<file path="src/rtl/regfile_ctrl_if.sv">
// Command, response and register-file pin bundle for regfile_ctrl.
// The master modport is the controller side; slave is the command source / register file side.
interface regfile_ctrl_if #(
  parameter int DW = 8,
  parameter int AW = 3
);
  logic          cmd_valid;
  logic          cmd_ready;
  logic [1:0]    cmd_op;
  logic [AW-1:0] cmd_addr;
  logic [DW-1:0] cmd_data;

  logic [AW-1:0] rf_n;
  logic [DW-1:0] rf_d;
  logic          rf_w;
  logic [DW-1:0] rf_q;

  logic          rsp_valid;
  logic          rsp_ready;
  logic [DW-1:0] rsp_data;
  logic [AW-1:0] rsp_addr;
  logic          rsp_last;

  logic          busy;

  modport master (
    input  cmd_valid, cmd_op, cmd_addr, cmd_data, rf_q, rsp_ready,
    output cmd_ready, rf_n, rf_d, rf_w, rsp_valid, rsp_data, rsp_addr, rsp_last, busy
  );

  modport slave (
    output cmd_valid, cmd_op, cmd_addr, cmd_data, rf_q, rsp_ready,
    input  cmd_ready, rf_n, rf_d, rf_w, rsp_valid, rsp_data, rsp_addr, rsp_last, busy
  );
endinterface

</file>
<file path="src/rtl/regfile_ctrl.sv">
// Command-side controller for a 2**AW x DW register file: read, write, dump and clear.
// Define REGFILE_CTRL_WRACK_EN to make every write return a read-back response beat.
module regfile_ctrl #(
  parameter int DW = 8,
  parameter int AW = 3
) (
  input  logic           clk,
  input  logic           rst,
  regfile_ctrl_if.master bus
);
  typedef enum logic [2:0] {IDLE, WRITE, READ, RSP, CLEAR} state_t;

  state_t        r_state;
  state_t        w_state_nxt;
  logic [AW-1:0] r_idx;
  logic [DW-1:0] r_rf_d;
  logic [DW-1:0] r_rsp_data;
  logic [AW-1:0] r_rsp_addr;
  logic          r_rsp_last;
  logic          r_dump;
  logic          w_cmd_hs;
  logic          w_rsp_hs;
  logic          w_idx_max;

  assign w_idx_max = (r_idx == '1);

  // Writes load the target address into idx too, so rf_n is always just idx.
  assign bus.rf_n     = r_idx;
  assign bus.rf_d     = r_rf_d;
  assign bus.rsp_data = r_rsp_data;
  assign bus.rsp_addr = r_rsp_addr;
  assign bus.rsp_last = r_rsp_last;

  always_ff @(posedge clk) begin
    if (rst) r_state <= IDLE;
    else     r_state <= w_state_nxt;
  end

  always_comb begin
    w_state_nxt   = r_state;
    bus.cmd_ready = 1'b0;
    bus.rsp_valid = 1'b0;
    bus.rf_w      = 1'b0;
    bus.busy      = (r_state != IDLE);
    w_cmd_hs      = 1'b0;
    w_rsp_hs      = 1'b0;
    case (r_state)
      IDLE: begin
        bus.cmd_ready = !rst;
        w_cmd_hs      = bus.cmd_valid && !rst;
        if (w_cmd_hs) begin
          case (bus.cmd_op)
            2'b01:   w_state_nxt = WRITE;
            2'b11:   w_state_nxt = CLEAR;
            default: w_state_nxt = READ;
          endcase
        end
      end
      WRITE: begin
        bus.rf_w = 1'b1;
`ifdef REGFILE_CTRL_WRACK_EN
        w_state_nxt = READ;
`else
        w_state_nxt = IDLE;
`endif
      end
      READ: w_state_nxt = RSP;
      RSP: begin
        bus.rsp_valid = 1'b1;
        w_rsp_hs      = bus.rsp_ready;
        if (w_rsp_hs) w_state_nxt = (r_dump && !r_rsp_last) ? READ : IDLE;
      end
      CLEAR: begin
        bus.rf_w = 1'b1;
        if (w_idx_max) w_state_nxt = IDLE;
      end
      default: w_state_nxt = IDLE;
    endcase
  end

  always_ff @(posedge clk) begin
    if (rst) begin
      r_idx      <= '0;
      r_rf_d     <= '0;
      r_rsp_data <= '0;
      r_rsp_addr <= '0;
      r_rsp_last <= 1'b0;
      r_dump     <= 1'b0;
    end else begin
      case (r_state)
        IDLE: begin
          if (w_cmd_hs) begin
            case (bus.cmd_op)
              2'b00: begin
                r_idx  <= bus.cmd_addr;
                r_dump <= 1'b0;
              end
              2'b01: begin
                r_idx  <= bus.cmd_addr;
                r_rf_d <= bus.cmd_data;
                r_dump <= 1'b0;
              end
              2'b10: begin
                r_idx  <= '0;
                r_dump <= 1'b1;
              end
              default: begin
                r_idx  <= '0;
                r_rf_d <= '0;
              end
            endcase
          end
        end
        READ: begin
          r_rsp_data <= bus.rf_q;
          r_rsp_addr <= r_idx;
          r_rsp_last <= !r_dump || w_idx_max;
        end
        RSP: begin
          if (w_rsp_hs && r_dump && !r_rsp_last) r_idx <= r_idx + AW'(1);
        end
        CLEAR: begin
          if (!w_idx_max) r_idx <= r_idx + AW'(1);
        end
        default: ;
      endcase
    end
  end
endmodule

</file>
<file path="src/flat_wrapper.sv">
// flat-port wrapper written by rule: the top's interface ports become plain ports
module regfile_ctrl_flat 
#(
  parameter int DW = 8,
  parameter int AW = 3
)
  (clk, rst, bus_cmd_valid, bus_cmd_op, bus_cmd_addr, bus_cmd_data, bus_rf_q, bus_rsp_ready, bus_cmd_ready, bus_rf_n, bus_rf_d, bus_rf_w, bus_rsp_valid, bus_rsp_data, bus_rsp_addr, bus_rsp_last, bus_busy);
  regfile_ctrl_if #(.DW(DW), .AW(AW)) bus_i ();
  input  logic clk;
  input  logic rst;
  input wire logic [$bits(bus_i.cmd_valid)-1:0] bus_cmd_valid;
  input wire logic [$bits(bus_i.cmd_op)-1:0] bus_cmd_op;
  input wire logic [$bits(bus_i.cmd_addr)-1:0] bus_cmd_addr;
  input wire logic [$bits(bus_i.cmd_data)-1:0] bus_cmd_data;
  input wire logic [$bits(bus_i.rf_q)-1:0] bus_rf_q;
  input wire logic [$bits(bus_i.rsp_ready)-1:0] bus_rsp_ready;
  output wire logic [$bits(bus_i.cmd_ready)-1:0] bus_cmd_ready;
  output wire logic [$bits(bus_i.rf_n)-1:0] bus_rf_n;
  output wire logic [$bits(bus_i.rf_d)-1:0] bus_rf_d;
  output wire logic [$bits(bus_i.rf_w)-1:0] bus_rf_w;
  output wire logic [$bits(bus_i.rsp_valid)-1:0] bus_rsp_valid;
  output wire logic [$bits(bus_i.rsp_data)-1:0] bus_rsp_data;
  output wire logic [$bits(bus_i.rsp_addr)-1:0] bus_rsp_addr;
  output wire logic [$bits(bus_i.rsp_last)-1:0] bus_rsp_last;
  output wire logic [$bits(bus_i.busy)-1:0] bus_busy;
  assign bus_i.cmd_valid = bus_cmd_valid;
  assign bus_i.cmd_op = bus_cmd_op;
  assign bus_i.cmd_addr = bus_cmd_addr;
  assign bus_i.cmd_data = bus_cmd_data;
  assign bus_i.rf_q = bus_rf_q;
  assign bus_i.rsp_ready = bus_rsp_ready;
  assign bus_cmd_ready = bus_i.cmd_ready;
  assign bus_rf_n = bus_i.rf_n;
  assign bus_rf_d = bus_i.rf_d;
  assign bus_rf_w = bus_i.rf_w;
  assign bus_rsp_valid = bus_i.rsp_valid;
  assign bus_rsp_data = bus_i.rsp_data;
  assign bus_rsp_addr = bus_i.rsp_addr;
  assign bus_rsp_last = bus_i.rsp_last;
  assign bus_busy = bus_i.busy;
  regfile_ctrl #(.DW(DW), .AW(AW)) u_core (.clk(clk), .rst(rst), .bus(bus_i));
endmodule
</file>
<file path="config.mk">
export PLATFORM = sky130hd
export DESIGN_NAME = regfile_ctrl_flat
export DESIGN_NICKNAME = d
export VERILOG_FILES = /design/src/rtl/regfile_ctrl_if.sv /design/src/rtl/regfile_ctrl.sv /design/src/flat_wrapper.sv
export SDC_FILE = /design/constraint.sdc
export NUM_CORES = 1
export LEC_CHECK = 0
export CORE_ASPECT_RATIO = 0.5
export CORE_MARGIN = 3
export CORE_UTILIZATION = 48
export CTS_BUF_LIST = sky130_fd_sc_hd__clkbuf_4
export CTS_CLUSTER_SIZE = 8
export DETAILED_ROUTE_END_ITERATION = 12
export PLACE_DENSITY = 0.84
export SLEW_MARGIN = 30
export SYNTH_ARGS = -nofsm -noshare
export SYNTH_HDL_FRONTEND = slang
export SYNTH_SLANG_ARGS = --single-unit
</file>
<file path="constraint.sdc">
create_clock -name clk -period 3.49 [get_ports clk]
set_input_delay 0.349 -clock clk [delete_from_list [all_inputs] [get_ports clk]]
set_output_delay 0.349 -clock clk [all_outputs]
set_load 0.05 [all_outputs]
</file>
# ---- Word level (Yosys, flattened, before mapping)
# Index checks and enable logic that the tools add are counted.
dict set report totals {
  regBits 27
  latch_bits 0
  ram_bits 0
  rom_bits 0
  in_bits 25
  out_inout_bits 27
  word_cells 61
  memories 0
}
dict set report classes {
  n_addsub 1
  mul 0
  n_div 0
  magnitude_cmp 0
  n_eq_ne 14
  n_shift 0
  mux 18
  bitwise_logic 1
  reduce_logical 20
}
# op count
set ops {}
lappend ops {{3-bit 2-to-1 mux} 7}
lappend ops {{8-bit one-hot mux with 2 select lines} 1}
lappend ops {{3-bit one-hot mux with 4 select lines} 1}
lappend ops {{3-bit one-hot mux with 3 select lines} 1}
lappend ops {{3-bit AND reduction} 3}
lappend ops {{2-bit by 1-bit inequality test with 1-bit output, second input constant} 4}
lappend ops {{3-bit by 2-bit equality test with 1-bit output, second input constant} 2}
lappend ops {{3-bit equality test, second input constant} 2}
lappend ops {{3-bit one-hot mux with 2 select lines} 1}
lappend ops {{3-bit nonzero test} 2}
lappend ops {{2-bit OR reduction} 3}
lappend ops {{1-bit 2-to-1 mux} 5}
lappend ops {{2-bit equality test, second input constant} 2}
lappend ops {{1-bit logical AND} 4}
lappend ops {{2-bit inequality test, second input constant} 2}
lappend ops {{4-bit AND reduction} 1}
lappend ops {{3-bit by 1-bit adder with 3-bit output, second input constant} 1}
lappend ops {{3-bit by 1-bit equality test with 1-bit output, second input constant} 1}
lappend ops {{1-bit zero test} 3}
lappend ops {{3-bit zero test} 1}
lappend ops {{2-bit by 1-bit equality test with 1-bit output, second input constant} 1}
lappend ops {{2-bit zero test} 1}
lappend ops {{2-bit 2-to-1 mux} 1}
lappend ops {{1-bit one-hot mux with 2 select lines} 1}
lappend ops {{3 further kinds} 3}

# ---- Longest topological paths before layout
dict set report depth {
  word_depth 6
  depth_mapped 6
}

# ---- Least setup slack after synthesis
# Ideal clock, no wire load.
dict set report synth_timing {
  path_type {reg2out}
  from {register u_core.r_state[0]}
  to {output bus_rf_w}
  arrival_time_ns 1.527
  t_required_ns 3.141
  slack_ns 1.614
  stages_incl_launch_ff 4
  path_buffers 1
  path_cell_list {dfxtp_1 buf_2 nand2b_1 a21oi_1}
}
dict set report synth_via {
  elab_chain_cells 3
  word_cells_on_any_way 4
}
# item line
set synth_lines {}
lappend synth_lines {{start, declared} regfile_ctrl.sv:13} ;# state_t r_state;
lappend synth_lines {{start signal, assigned} regfile_ctrl.sv:36} ;# else r_state <= w_state_nxt;
lappend synth_lines {{3-bit by 1-bit equality test with 1-bit output / 3-bit equality test (equally long branches)} regfile_ctrl.sv:47} ;# case (r_state)
lappend synth_lines {{2-bit OR reduction (no source line) *} --}
lappend synth_lines {{1-bit 2-to-1 mux *} regfile_ctrl.sv:47}
lappend synth_lines {{end, declared} flat_wrapper.sv:20} ;# output wire logic [$bits(bus_i.rf_w)-1:0] bus_rf_w;
# Mark *: on every way between the ends. The rest lies on a longest branch, timed or not.

# ---- Final worst setup path
dict set report layout_timing {
  from {register u_core.r_state[2]}
  to {output bus_rf_w}
}
# The elaborated chain is that of the path after synthesis.

==> impl.org <==
** Status
- Run status :: finished, final reports clean

** Clock network
- CTS tree :: built
- Root buffer cell :: sky130_fd_sc_hd__clkbuf_4
- Buffers inserted to repair hold after CTS numbered 0.
- In this run the number of H-tree levels came out at 1.
- In this run, CTS created clock tree buffers numbering 3.
- Setup bufs post-CTS :: 0
- The longest clock path from root to sink contains 2 buffers.
- Clock transition at the register clock pins on the worst setup and hold paths after CTS :: roughly 150 ps
- Gates resized during post-CTS repair numbered 0.
- Worst skew pair latency :: around 330 ps
- Number of clock sinks :: 27

** Logic synthesis
- After technology mapping, the gate count stands at roughly 160.
- In this run, synthesis produced a sequential element count of 27.
- The cell area that synthesis handed to floorplanning was 0.00130 mm2.
- The synthesized netlist devotes 1.92% of its cell area to adder and majority cells.
- When the netlist entered floorplanning its net count stood at approximately 190.
- Largest family of logic cells by synthesized area :: simple AND/OR/NAND/NOR gates
- Top-area cell type share of the netlist area :: between 40% and 50%
- The Yosys step of the flow raised 0 warnings.
- Of the post-synthesis cell area, the part taken by muxes is approximately 2.3%.
- After Yosys synthesis, XOR and XNOR cells account for 0% of the synthesized area.
- Sequential elements use between 40% and 50% of the synthesized area.
- Post-synth cell types :: 31
- The biggest area contributor in the post-synthesis netlist is sky130_fd_sc_hd__dfxtp_1.
- Post-synthesis share of cell area spent on and, or, nand and nor gates :: between 20% and 30%
- Average size of a mapped cell :: just over 8 um2
- Main area contributors after synthesis :: sky130_fd_sc_hd__dfxtp_1 (41%), sky130_fd_sc_hd__nand2_1 (9.2%), sky130_fd_sc_hd__a21oi_1 (8.8%)
- Complex-gate fraction of the synthesized area :: approximately 18%

** Routing
- Via-to-Cell Ratio :: between 5 and 6
- For this block, the routed nets add up to ~3200 um of wire.
- The first routing iteration left around 70 violations.
- Once detail routing completed, the nets flagged for antenna violations numbered 0.
- Routed wire length per instance :: approximately 13 um
- Via count of the routed design :: between 1000 and 1500
- Remaining routing DRC violations :: 0
- DRT Pass-1 Iters :: 4

** Floorplan
- In this run the horizontal extent of the chip is 79.7 um.
- The floorplan has 12 rows.
- Die H :: about 43 um
- Placeable core region :: 0.00239 mm2
- Die Outline Area :: around 0.0034 mm2
- Once the floorplan was initialized, standard cells occupied about 55% of the core.
- 52 I/O pins were placed.

** Place
- Once detailed placement completed, the half-perimeter wirelength came to between 2000 and 2500 um.
- Gp weighted congestion :: roughly 0.86
- The count of buffers added on input and output ports is 51.
- Once placement finished, the instance area stood at 0.00181 mm2.

** Setup path
- The critical path is of the reg -> out type.
- For the worst flop-to-flop path, the logic depth is 4.
- Data arrival, critical path :: approximately 2300 ps
- Startpoint of the worst register-to-register path :: u_core.r_state[0]$_SDFFE_PP0P_
- Endpoint of the most critical register-to-register path :: u_core.r_state[0]$_SDFFE_PP0P_
- Data on the critical path is required at its endpoint by between 3000 and 4000 ps.
- Flop-to-flop setup slack :: between 1500 and 2000 ps
- Biggest fanout along the worst timing path :: 17
- Category of the worst setup path capture point :: output port
- The worst setup path is launched from a register.

** Finish
- Area added between synthesis and finish :: 40.9%
- Of the cells placed in the final design, the portion with a size suffix greater than 1 is 4.83%.
- Most common library cell in the layout ignoring fill and taps :: sky130_fd_sc_hd__clkdlybuf4s50_1
- In the layout the commonest cells are sky130_fd_sc_hd__clkdlybuf4s50_1 (51), sky130_fd_sc_hd__nand2_1 (32), sky130_fd_sc_hd__dfxtp_1 (27).
- Post-layout net count :: between 200 and 250
- After routing the design area is roughly 0.0018 mm2.
- Final antenna diode count :: 0

** GRT
- Maximum number of pins on one net before global-route repair :: 34
- The global routing stage identified its most utilized layer as met2.
- Global-route track usage on met3 :: under 10%
- The via count of the first global-routing pass came to roughly 1200.
- Grt ovf :: 0
- Initial antenna violation count :: 0
- In the global route stage, met1 resource usage came out at around 26%.
- The first global-routing pass estimated roughly 5400 um of wire.
- Global routing used approximately a fifth of the available tracks across all layers.
- Met2 GRT Util :: about 33%

** Worst hold path
- In this run the most critical hold path is launched from u_core.bus.rsp_data[6]$_SDFFE_PP0N_.
- The worst hold path was traced through 2 stages.
- Class of the tightest hold or removal check :: reg -> reg
- The path with the worst hold slack has its endpoint at u_core.bus.rsp_data[6]$_SDFFE_PP0N_.

** Timing
- Post-route fraction of the period consumed by the critical path :: between 70% and 80%
- Final setup TNS :: 0 ps
- Measured against its own limit, the worst slew margin works out to 60.1%.
- The number of max-slew violations in the final report is 0.
- Final setup viols :: 0
- RSZ-0062 raised after global routing :: false
- The worst path needs ~2600 ps of the cycle, external delays included.
- For this run, the top clock speed supported by timing is between 300 and 400 MHz.
- Clock skew :: slightly below 9 ps
- Transition time at the pin with the least slew margin :: 597 ps
- Final hold violation count :: 0

** Pwr
- Total power per unit cell area :: a little over 400 mW/mm2
- Static power due to leakage :: between 0.6 and 0.7 nW
- Maximum vdd drop :: 0.000275 V

** Job
- The tool flagged a number of max-cap violations equal to 0.
[through the flow]
stage               utilization [%]  cells  power, W  setup WS (ps)  hold slack (ps)
CTS                            76.9    242  0.000753            836              467
finish                         76.9    242  0.000748            853              464
detailed placement             75.6    238  0.000615           1240              447
global route                   76.9    242  0.000788            679              477
global placement               75.6    238  0.000609           1300              436
floorplan                         -    161  0.000528           1610              448
[logic make-up after synthesis]
group	Yosys count
buffers and inverters	18
flip-flops	27
AO/OA/AOI/OAI	39
multiplexers	3
AND/OR/NAND/NOR	72
adder cells (fa/ha/maj)	2
[layer usage]
metal,vias to the layer above,part of all wire (%),wire length (um)
met2,48,46,1460
li1,649,-,-
met5,-,0,0
met1,558,47,1500
met4,0,0.47,15
met3,2,7.0,223
[report_power, final]
group	switching, W	internal [W]	leakage, nW	total (W)
Sequential	0.0000253	0.000328	0.220	0.000354
Combinational	0.000153	0.000101	0.405	0.000254
Clock	0.0000966	0.0000439	0.0139	0.000141
[worst max path at each step]
stage / from / end / slack [ps] / cells after the start
floorplan: u_core.r_state[0]$_SDFFE_PP0P_ / bus_rf_w / 1610 / 3
global placement: u_core.r_state[2]$_SDFFE_PP0P_ / bus_rf_w / 1300 / 3
detailed placement: u_core.r_state[2]$_SDFFE_PP0P_ / bus_rf_w / 1240 / 3
global route: u_core.r_state[2]$_SDFFE_PP0P_ / bus_rf_w / 680 / 3
finish: u_core.r_state[2]$_SDFFE_PP0P_ / bus_rf_w / 850 / 3
CTS: u_core.r_state[2]$_SDFFE_PP0P_ / bus_rf_w / 840 / 3
[flip-flops by register name (all words and copies together), names as in the netlist]
| signal | count |
|---|---|
| u_core.bus.rsp_last | 1 |
| u_core.bus.rsp_data | 8 |
| u_core.bus.rf_d | 8 |
| u_core.r_dump | 1 |
| u_core.bus.rsp_addr | 3 |
| u_core.bus.rf_n | 3 |
| u_core.r_state | 3 |
[cell usage after synthesis]
master,count
sky130_fd_sc_hd__clkbuf_1,4
sky130_fd_sc_hd__nor4b_1,3
sky130_fd_sc_hd__dfxtp_1,27
sky130_fd_sc_hd__or3_1,1
sky130_fd_sc_hd__nand2_1,32
sky130_fd_sc_hd__nor2_1,6
sky130_fd_sc_hd__nand3b_1,1
sky130_fd_sc_hd__inv_1,7
sky130_fd_sc_hd__a221oi_1,1
sky130_fd_sc_hd__a211o_1,1
sky130_fd_sc_hd__or4b_1,1
sky130_fd_sc_hd__buf_6,2
sky130_fd_sc_hd__buf_2,2
sky130_fd_sc_hd__o21ai_0,2
sky130_fd_sc_hd__a31oi_1,5
sky130_fd_sc_hd__nor3_1,1
sky130_fd_sc_hd__mux2i_1,3
sky130_fd_sc_hd__nand2b_1,11
sky130_fd_sc_hd__buf_1,1
sky130_fd_sc_hd__o21a_1,1
sky130_fd_sc_hd__o22ai_1,1
sky130_fd_sc_hd__ha_1,2
sky130_fd_sc_hd__a311oi_1,3
sky130_fd_sc_hd__inv_2,1
sky130_fd_sc_hd__a2bb2oi_2,1
sky130_fd_sc_hd__nor2b_1,1
sky130_fd_sc_hd__a211oi_1,1
sky130_fd_sc_hd__buf_4,1
sky130_fd_sc_hd__nand3_1,12
sky130_fd_sc_hd__a21oi_1,23
sky130_fd_sc_hd__nor3_4,3
[final cells by class]
| cell class | count | area (um2) |
|---|---|---|
| Multi-Input combinational cell | 116 | 673 |
| Timing Repair Buffer | 52 | 518 |
| Sequential cell | 27 | 541 |
| Tap cell | 35 | 43.8 |
| Clock inverter | 1 | 7.51 |
| Inverter | 8 | 30.0 |
| Fill cell | 185 | 552 |
| Clock buffer | 3 | 22.5 |
[critical path: stages (launching register included)]
cell	delay [ps]
sky130_fd_sc_hd__dfxtp_1	730
sky130_fd_sc_hd__nand2b_1	210
sky130_fd_sc_hd__a21oi_1	200
sky130_fd_sc_hd__clkdlybuf4s50_1	830
(Power assumes the default switching activity.)
